`config.mk`:
```
export PLATFORM = sky130hd
export DESIGN_NAME = multicycle_ctrl
export DESIGN_NICKNAME = d
export VERILOG_FILES = /design/src/rtl/mc_ctrl_pkg.sv /design/src/rtl/mc_ctrl_decode.sv /design/src/rtl/multicycle_ctrl.sv
export SDC_FILE = /design/constraint.sdc
export NUM_CORES = 1
export LEC_CHECK = 0
export CAP_MARGIN = 10
export CELL_PAD_IN_SITES_DETAIL_PLACEMENT = 1
export CELL_PAD_IN_SITES_GLOBAL_PLACEMENT = 2
export CORE_ASPECT_RATIO = 0.9
export CORE_MARGIN = 3
export CORE_UTILIZATION = 19
export CTS_CLUSTER_DIAMETER = 150
export DETAILED_ROUTE_END_ITERATION = 10
export GPL_TIMING_DRIVEN = 0
export MAX_ROUTING_LAYER = met4
export PLACE_DENSITY = 0.75
export SYNTH_ARGS = -nofsm -noshare
export SYNTH_HDL_FRONTEND = slang
export SYNTH_SLANG_ARGS = --single-unit
```
`constraint.sdc`:
```
create_clock -name clk -period 1.9 [get_ports clk]
set_clock_uncertainty 0.2 [all_clocks]
set_input_delay 0.285 -clock clk [delete_from_list [all_inputs] [get_ports clk]]
set_output_delay 0.285 -clock clk [all_outputs]
set_load 0.01 [all_outputs]
```
`src/rtl/mc_ctrl_pkg.sv`:
```
// mc_ctrl_pkg: shared states, opcodes, mux codes and control word for the multicycle controller
package mc_ctrl_pkg;
    typedef enum logic [3:0] {
        S_FETCH, S_DECODE, S_MEMADR, S_MEMRD, S_MEMWB, S_MEMWR,
        S_EXEC, S_ALUWB, S_BRANCH, S_JUMP, S_ADDIEX, S_ADDIWB
    } state_t;
    localparam logic [5:0] OP_R = 6'b000000, OP_LW = 6'b100011, OP_SW = 6'b101011;
    localparam logic [5:0] OP_BEQ = 6'b000100, OP_J = 6'b000010, OP_ADDI = 6'b001000;
    localparam logic [1:0] ALU_ADD = 2'd0, ALU_SUB = 2'd1, ALU_FUNCT = 2'd2;
    localparam logic [1:0] SRC_B_REG = 2'b00, SRC_B_FOUR = 2'b01, SRC_B_IMM = 2'b10, SRC_B_IMM_SH = 2'b11;
    localparam logic [1:0] PC_ALU = 2'b00, PC_ALUOUT = 2'b01, PC_JUMP = 2'b10;
    typedef struct packed {
        logic       mem_req;
        logic       mem_read;
        logic       mem_write;
        logic       iord;
        logic       ir_write;
        logic       reg_dst;
        logic       mem_to_reg;
        logic       reg_write;
        logic       alu_src_a;
        logic [1:0] alu_src_b;
        logic [1:0] alu_op;
        logic [1:0] pc_src;
        logic       pc_en;
        logic       instr_done;
    } ctrl_t;
    function automatic state_t dec_next(input logic [5:0] op);
        case (op)
            OP_LW, OP_SW: return S_MEMADR;
            OP_R:         return S_EXEC;
            OP_BEQ:       return S_BRANCH;
            OP_J:         return S_JUMP;
            OP_ADDI:      return S_ADDIEX;
            default:      return S_FETCH;
        endcase
    endfunction
    function automatic logic legal_op(input logic [5:0] op);
        return dec_next(op) != S_FETCH;
    endfunction
endpackage

```
`src/rtl/mc_ctrl_decode.sv`:
```
// mc_ctrl_decode: Moore control word from current state, with the ready/zero qualified strobes
module mc_ctrl_decode
    import mc_ctrl_pkg::*;
(
    input  state_t state,
    input  logic   zero,
    input  logic   mem_ready,
    output ctrl_t  c
);
    always_comb begin
        c = '0;
        case (state)
            S_FETCH: begin
                c.mem_req = 1'b1;
                c.mem_read = 1'b1;
                c.alu_src_b = SRC_B_FOUR;
                c.ir_write = mem_ready;
                c.pc_en = mem_ready;
            end
            S_DECODE: c.alu_src_b = SRC_B_IMM_SH;
            S_MEMADR, S_ADDIEX: begin
                c.alu_src_a = 1'b1;
                c.alu_src_b = SRC_B_IMM;
            end
            S_MEMRD: begin
                c.mem_req = 1'b1;
                c.mem_read = 1'b1;
                c.iord = 1'b1;
            end
            S_MEMWB: begin
                c.reg_write = 1'b1;
                c.mem_to_reg = 1'b1;
                c.instr_done = 1'b1;
            end
            S_MEMWR: begin
                c.mem_req = 1'b1;
                c.mem_write = 1'b1;
                c.iord = 1'b1;
                c.instr_done = mem_ready;
            end
            S_EXEC: begin
                c.alu_src_a = 1'b1;
                c.alu_op = ALU_FUNCT;
            end
            S_ALUWB: begin
                c.reg_write = 1'b1;
                c.reg_dst = 1'b1;
                c.instr_done = 1'b1;
            end
            S_BRANCH: begin
                c.alu_src_a = 1'b1;
                c.alu_op = ALU_SUB;
                c.pc_src = PC_ALUOUT;
                c.pc_en = zero;
                c.instr_done = 1'b1;
            end
            S_JUMP: begin
                c.pc_src = PC_JUMP;
                c.pc_en = 1'b1;
                c.instr_done = 1'b1;
            end
            S_ADDIWB: begin
                c.reg_write = 1'b1;
                c.instr_done = 1'b1;
            end
            default: c = '0;
        endcase
    end
endmodule

```
`src/rtl/multicycle_ctrl.sv`:
```
// multicycle_ctrl: multicycle MIPS sequencer; MC_PERF_CNT_EN adds cycle_cnt/instr_cnt counters
module multicycle_ctrl
    import mc_ctrl_pkg::*;
#(
    parameter int ALU_OP_W = 4
`ifdef MC_PERF_CNT_EN
    , parameter int CNT_W = 32
`endif
) (
    input  logic                clk,
    input  logic                reset,
    input  logic [5:0]          opcode,
    input  logic                zero,
    input  logic                mem_ready,
    output logic                mem_req,
    output logic                mem_read,
    output logic                mem_write,
    output logic                iord,
    output logic                ir_write,
    output logic                reg_dst,
    output logic                mem_to_reg,
    output logic                reg_write,
    output logic                alu_src_a,
    output logic [1:0]          alu_src_b,
    output logic [ALU_OP_W-1:0] alu_op,
    output logic [1:0]          pc_src,
    output logic                pc_en,
    output logic                instr_done,
    output logic                illegal_op
`ifdef MC_PERF_CNT_EN
    , output logic [CNT_W-1:0]  cycle_cnt,
    output logic [CNT_W-1:0]    instr_cnt
`endif
);
    state_t state;
    ctrl_t  c, cg;
    mc_ctrl_decode u_decode (.state(state), .zero(zero), .mem_ready(mem_ready), .c(c));
    always_ff @(posedge clk) begin
        if (!reset) state <= S_FETCH;
        else begin
            case (state)
                S_FETCH:  if (mem_ready) state <= S_DECODE;
                S_DECODE: state <= dec_next(opcode);
                S_MEMADR: state <= (opcode == OP_SW) ? S_MEMWR : S_MEMRD;
                S_MEMRD:  if (mem_ready) state <= S_MEMWB;
                S_MEMWR:  if (mem_ready) state <= S_FETCH;
                S_EXEC:   state <= S_ALUWB;
                S_ADDIEX: state <= S_ADDIWB;
                default:  state <= S_FETCH;
            endcase
        end
    end
    // Outputs forced quiet during reset so no memory traffic leaks out
    assign cg = reset ? c : '0;
    assign mem_req = cg.mem_req;
    assign mem_read = cg.mem_read;
    assign mem_write = cg.mem_write;
    assign iord = cg.iord;
    assign ir_write = cg.ir_write;
    assign reg_dst = cg.reg_dst;
    assign mem_to_reg = cg.mem_to_reg;
    assign reg_write = cg.reg_write;
    assign alu_src_a = cg.alu_src_a;
    assign alu_src_b = cg.alu_src_b;
    assign alu_op = ALU_OP_W'(cg.alu_op);
    assign pc_src = cg.pc_src;
    assign pc_en = cg.pc_en;
    assign instr_done = cg.instr_done;
    assign illegal_op = reset && state == S_DECODE && !legal_op(opcode);
`ifdef MC_PERF_CNT_EN
    always_ff @(posedge clk) begin
        if (!reset) begin
            cycle_cnt <= '0;
            instr_cnt <= '0;
        end else begin
            cycle_cnt <= cycle_cnt + CNT_W'(1);
            instr_cnt <= instr_cnt + CNT_W'(instr_done);
        end
    end
`endif
endmodule
```
==> reports/metrics.cfg, run 1 <==
[critical_path]
crit_buf_inv = 3
cpPeakStageDelay_ns = 0.52
crit_arrival_ns = 1.54
reg2reg_depth = 8
endpoint_kind = output pin
crit_path_max_fanout = 7
required_ns = 1.41
cpMaxStageDelayCell = or4_1
cp-start-kind = register
cp_cell_sequence = buf_6 -> inv_2 -> or4_1 -> a21boi_1 -> buf_2
path_class = reg -> out
cp_top_family = simple AND/OR/NAND/NOR gates
worstReg2RegStart = state[0]
timing.reg2reg.setup_slack_ns = 0.13
r2r_end = state[0]

[route]
vias = 894
totalWireLength_um = 2785
first_pass_iters = 4
drcViolationCount = 0
drtIter0Drc = 26
post_drt_via_cell_ratio = 4.859
wl_per_cell_um = 15.14
ant_nets = 0

[cts]
cts_tree = done
cts_sinks = 4
cts_max_path_buffers = 2
clock-root-buffer = clkbuf_4
ctsHoldBuffers = 0
clock_latency_ns = 0.24
htreeDepth = 1
numCtsBuffers = 3
path_clk_slew_ns = 0.04

[sta]
setup_viol = 5
grt_setup_unrepaired = true
final.min_clock_period_ns = 2.021
worst_slack_ns = -0.1211
maxClockFrequency_ghz = 0.4948
maxSlewViolCount = 0
period_share_pct = 106.4
final_hold_viol_count = 0

[grt]
antenna_found_initial = 0
grt_usage_pct = 13.72
grt_max_degree = 11
grt_pass1_wl_um = 4022
grt_pass1_vias = 842
gr-total-overflow = 0

[synth]
ys_ff_latch = 4
synthDistinctLibCells = 38
netlist_instances = 94
synth_ff_type = dfxtp_1
yosysWarnings = 0
synth_area_sq_um = 620.6
avgSynthCellArea_sq_um = 6.602
ys_async_sr_fraction_pct = 0
yosysSeqAreaShare_pct = 12.90
synth-edff-count = 0

[worst_hold_path]
whs_endpoint = state[2]
worstHoldPathType = in -> reg
holdPathStages = 4
worstHoldStart = opcode[1]

[placement]
portBuffers = 27
gp_congestion = 0.7785
pre_cts_ws_ns = -0.6994
post-dp-hpwl_um = 1763

[finish]
areaGrowthSynthToFinish_pct = 96.57
regMostFlops = state
largest_registers = state x4
nNetsFinal = 154
antenna_cells = 0
final_util_pct = 39.47
drive_above_1_share_pct = 54.23
largest_reg_flops = 4

[floorplan]
rows = 19
io_pins = 30
dieArea_sq_um = 3989
die_x_um = 66.24
dieHeight_um = 60.22
start_util_pct = 20.08
coreArea_sq_um = 3090

[power_and_ir_drop]
power_density_nw_per_um2 = 342.2
p_switching_uw = 147.4
p_comb_share_pct = 52.1
finalPower_uw = 417.5
clock_power_share_pct = 26.4
p_sw_share_pct = 35.30
intPower_uw = 270.1
ir_drop_uv = 195.2
leakage_uw = 0.0005455
seq_power_share_pct = 21.5

[run_status]
status = finished, violations left
violations = setup timing

[run]
cap_violations = 0

-- how the worst max path moves through the flow --
stage                 to  cells after the start      from
2_1_floorplan    mem_req                      5  state[2]
3_3_place_gp     mem_req                      6     reset
3_5_place_dp     mem_req                      6     reset
4_1_cts        reg_write                      5  state[2]
5_1_grt        reg_write                      5  state[2]
6_report       reg_write                      5  state[2]
-- layer usage --
layer / wire length, um / global-route usage, % / up-vias / part of all wire [%]
met2: 1379 / 21.64 / 23 / 50
met5: 0 / - / - / 0
met1: 1258 / 16.98 / 437 / 45
met3: 147 / 4.887 / 0 / 5.3
li1: - / - / 434 / -
met4: 0 / 2.609 / 0 / 0
-- power by group through the flow --
stage,logic [uW],clock network [uW],registers [uW]
floorplan,74.6,0,89.2
CTS,171,109,89.0
detailed placement,143,0,89.4
finish,217,110,89.9
global placement,141,0,89.3
global route,233,126,90.4
-- what timing repair did --
item	CTS	global route
cloned	0	0
setup endpoints to repair	18	17
endpoints found under the hold margin	0	0
pin swaps	3	7
gates resized for setup	97	43
buffers inserted	7	10
-- final cells by class --
cell class	instances	area, sq um
plain buffers	10	107.6
clock buffers	3	22.52
fillers	396	1871
inverters	1	3.754
multi-input cells	80	615.6
flip-flops and latches	4	83.83
well taps	42	52.55
repair buffers	44	334.1
-- cell usage in the layout (no fill, tap or decap), types with 2 or more instances in the layout --
cell type | Yosys | layout
nor2b_4 | 0 | 4
o211ai_1 | 2 | 2
nor2_4 | 0 | 2
and3_1 | 4 | 3
buf_6 | 0 | 12
nor3b_2 | 0 | 4
conb_1 | 1 | 2
buf_2 | 4 | 12
o21ai_1 | 0 | 4
nor3_1 | 3 | 3
dlygate4sd2_1 | 0 | 6
nand3_1 | 2 | 2
nand2b_4 | 0 | 2
clkbuf_8 | 0 | 2
clkbuf_4 | 1 | 3
nor2_1 | 11 | 8
o21ai_0 | 9 | 4
buf_4 | 2 | 12
a21oi_1 | 4 | 3
nand4_1 | 2 | 2
nand2b_1 | 4 | 2
clkdlybuf4s50_1 | 0 | 2
xor2_1 | 2 | 2
nand2_1 | 5 | 3
dfxtp_2 | 0 | 3
clkbuf_2 | 0 | 6
-- stage by stage --
stage	instance area, sq um	hold slack (ns)	std cells	setup TNS (ns)
floorplan	624.3	0.3064	95	0
detailed placement	947.2	0.4381	164	-10.03
global placement	947.2	0.4445	164	-9.410
global route	1220	0.3680	184	-0.8152
CTS	1080	0.3017	174	-0.1753
finish	1220	0.3076	184	-0.2677
-- worst reg2reg max path: cells and delay by family, from the launching register on --
| family | cells | cell delay (ns) |
|---|---|---|
| AND/OR/NAND/NOR | 1 | 0.06 |
| AO/OA/AOI/OAI | 3 | 0.62 |
| flip-flops | 1 | 0.32 |
| buffers and inverters | 4 | 0.47 |
-- cells in the mapped netlist (2+ instances only) --
cell	n	area [sq um]
a21oi_1	4	20.02
and3_1	4	25.02
buf_2	4	20.02
buf_4	2	15.01
clkbuf_1	3	11.26
dfxtp_1	4	80.08
nand2_1	5	18.77
nand2b_1	4	25.02
nand3_1	2	10.01
nand4_1	2	12.51
nor2_1	11	41.29
nor2b_1	5	31.28
nor3_1	3	15.01
nor3b_1	5	37.54
nor4_1	3	18.77
o211ai_1	2	15.01
o21ai_0	9	45.04
xor2_1	2	17.52
-- cell families (layout without fill, tap and decap cells) --
group | Yosys count | in the layout | share of synthesized area, %
and+or+nand+nor | 53 | 53 | 50.20
xor gates and xnor gates | 2 | 2 | 2.823
AOI/OAI and AO/OA | 22 | 22 | 22.58
DFF | 4 | 4 | 12.90
other | 1 | 2 | 0.6043
buffers and inverters | 11 | 58 | 9.273
muxes | 1 | 1 | 1.613
Note: power is estimated with default switching activity, not from simulation.
==> run 2, diff against run 1 <==
- CORE_UTILIZATION: 19 -> 23
- PLACE_DENSITY: 0.75 -> 0.78
- SYNTH_HIERARCHICAL: default -> 1
- clock period: 1.9 -> 2.1 ns (I/O delays scaled with it)
==> run 2 against run 1 <==
  * The run now ends clean
  * Synthesized cell count up 16%
  * Sequential share of layout area up 0.60 points
  * Register-to-register slack better by 0.51 ns
  * Core utilization down 0.81 points
  * Synthesized area up 27%
  * Combinational power down 40%
  * Cell count up 1.6%
  * Design area up 0.20%
  * Clock power up 48%
  * First-iteration DRC count up 42%
  * Die area up 4.6%
  * Power down 10%
==> reports/metrics.cfg, run 2 <==
[sta]
maxClockFrequency_ghz = 0.4927
grt_setup_unrepaired = true
maxSlewViolCount = 0
final.min_clock_period_ns = 2.030
final_hold_viol_count = 0
period_share_pct = 96.64
setup_viol = 0
worst_slack_ns = 0.07049

[cts]
cts_tree = done
clock_latency_ns = 0.22
path_clk_slew_ns = 0.03
clock-root-buffer = clkbuf_8
cts_max_path_buffers = 2
ctsHoldBuffers = 0
numCtsBuffers = 3
htreeDepth = 1
cts_sinks = 4

[route]
ant_nets = 0
vias = 883
highest_layer = met4
drtIter0Drc = 37
dr_wl_met2_um = 1263
first_pass_iters = 2
post_drt_via_cell_ratio = 4.722
wl_per_cell_um = 13.06
totalWireLength_um = 2442
drcViolationCount = 0
wl_met3_um = 98
met1Wirelength_um = 1076

[floorplan]
coreArea_sq_um = 3162
io_pins = 30
start_util_pct = 24.97
rows = 19
dieArea_sq_um = 4172
die_x_um = 67.76
dieHeight_um = 61.58

[placement]
gp_congestion = 0.8130
post-dp-hpwl_um = 1798
pre_cts_ws_ns = -0.6942
numPlacedInstances = 179
portBuffers = 27

[grt]
antenna_found_initial = 0
grt_pass1_vias = 824
gr-total-overflow = 0
grt_usage_pct = 12.30
grt_pass1_wl_um = 3864
grt_max_degree = 11

[synth]
synth.top_cells.by_count = 17 x and2_1, 13 x nor2_1, 7 x nand2b_1
yosysSeqAreaShare_pct = 10.14
synth_top_area_share_pct = 13.47
synth_area_leaders = and2_1 13%, dfxtp_1 10%, nor2_1 6.2%
avgSynthCellArea_sq_um = 7.243
synth_area_sq_um = 789.5
ys_async_sr_fraction_pct = 0
ys_ff_latch = 4
netlist_instances = 109
yosysWarnings = 6
synth.most_common_cell = and2_1
synth_ff_type = dfxtp_1
yosys.area.top_type = and2_1
synthDistinctLibCells = 42
synth-edff-count = 0

[power_and_ir_drop]
power_density_nw_per_um2 = 306.4
leakage_uw = 0.0005469
ir_drop_uv = 418.5

[finish]
final_cell_count_no_fill = 187
drive_above_1_share_pct = 33.79
regMostFlops = state
antenna_cells = 0
areaGrowthSynthToFinish_pct = 54.83
final_cell_mix = 17 x and2_1, 15 x dlygate4sd2_1, 9 x buf_4, 9 x nor2_1
nNetsFinal = 157
final_common_cell = and2_1
final_util_pct = 38.66
largest_reg_flops = 4
largest_registers = state x4

[critical_path]
required_ns = 1.58
cp-start-kind = register
endpoint_kind = output pin
path_class = reg -> out
crit_arrival_ns = 1.51
crit_path_max_fanout = 10

[worst_hold_path]
worstHoldPathType = in -> reg

[run_status]
status = complete, no violations

[run]
cap_violations = 0

-- run 2: layout make-up --
cell class	count	area [sq um]
well taps	42	52.55
fillers	399	1939
multi-input cells	95	675.6
repair buffers	32	264.0
flip-flops and latches	4	91.34
clock buffers	3	41.29
plain buffers	11	97.59
-- run 2: logic make-up after synthesis --
group | Yosys count | synth area share, %
flops | 4 | 10.14
compound gates | 20 | 19.97
buf+inv | 11 | 10.62
mux | 1 | 1.268
other cells | 1 | 0.4750
xor+xnor | 4 | 4.438
simple gates | 68 | 53.09
-- run 2: worst max-delay path, stage by stage (launching register included) --
cell	delay (ns)
dfxtp_4	0.36
buf_6	0.14
or2_4	0.26
nor4b_4	0.24
and2_1	0.16
buf_2	0.14
-- run 2: metal layers --
metal | global-route usage (%) | vias up
met5 | - | -
met4 | 0.8671 | 0
met3 | 2.372 | 2
li1 | - | 452
met1 | 14.53 | 414
met2 | 22.47 | 15
-- run 2: where the power goes --
group / switching, uW / total (uW) / internal (uW)
logic: 61.8 / 130 / 67.7
registers: 5.13 / 81.6 / 76.5
clock network: 41.1 / 163 / 122
-- run 2: final timing paths --
kind | to | slack, ns | depth (start not counted) | startpoint
setup / recovery | ir_write | 0.07 | 5 | state[0]
hold / removal | state[1] | 0.35 | 3 | mem_ready
setup reg to reg | state[2] | 0.64 | 5 | state[2]
hold reg to reg | state[0] | 0.39 | 2 | state[0]
-- run 2: timing repair --
action | in CTS | in global routing
pin swaps | 2 | 3
resized for setup | 54 | 14
buffers inserted | 4 | 1
endpoints found under the setup margin | 18 | 9
-- run 2: per-stage QoR --
step | TNS, ns | instance area, sq um | power [uW] | hold slack, ns
floorplan | 0 | 793.3 | 155.8 | 0.3619
global placement | -5.243 | 1116 | 211.6 | 0.4339
detailed placement | -5.435 | 1116 | 213.8 | 0.4322
CTS | 0 | 1209 | 372.8 | 0.3589
global route | -0.004158 | 1222 | 402.4 | 0.3933
finish | 0 | 1222 | 374.6 | 0.3524
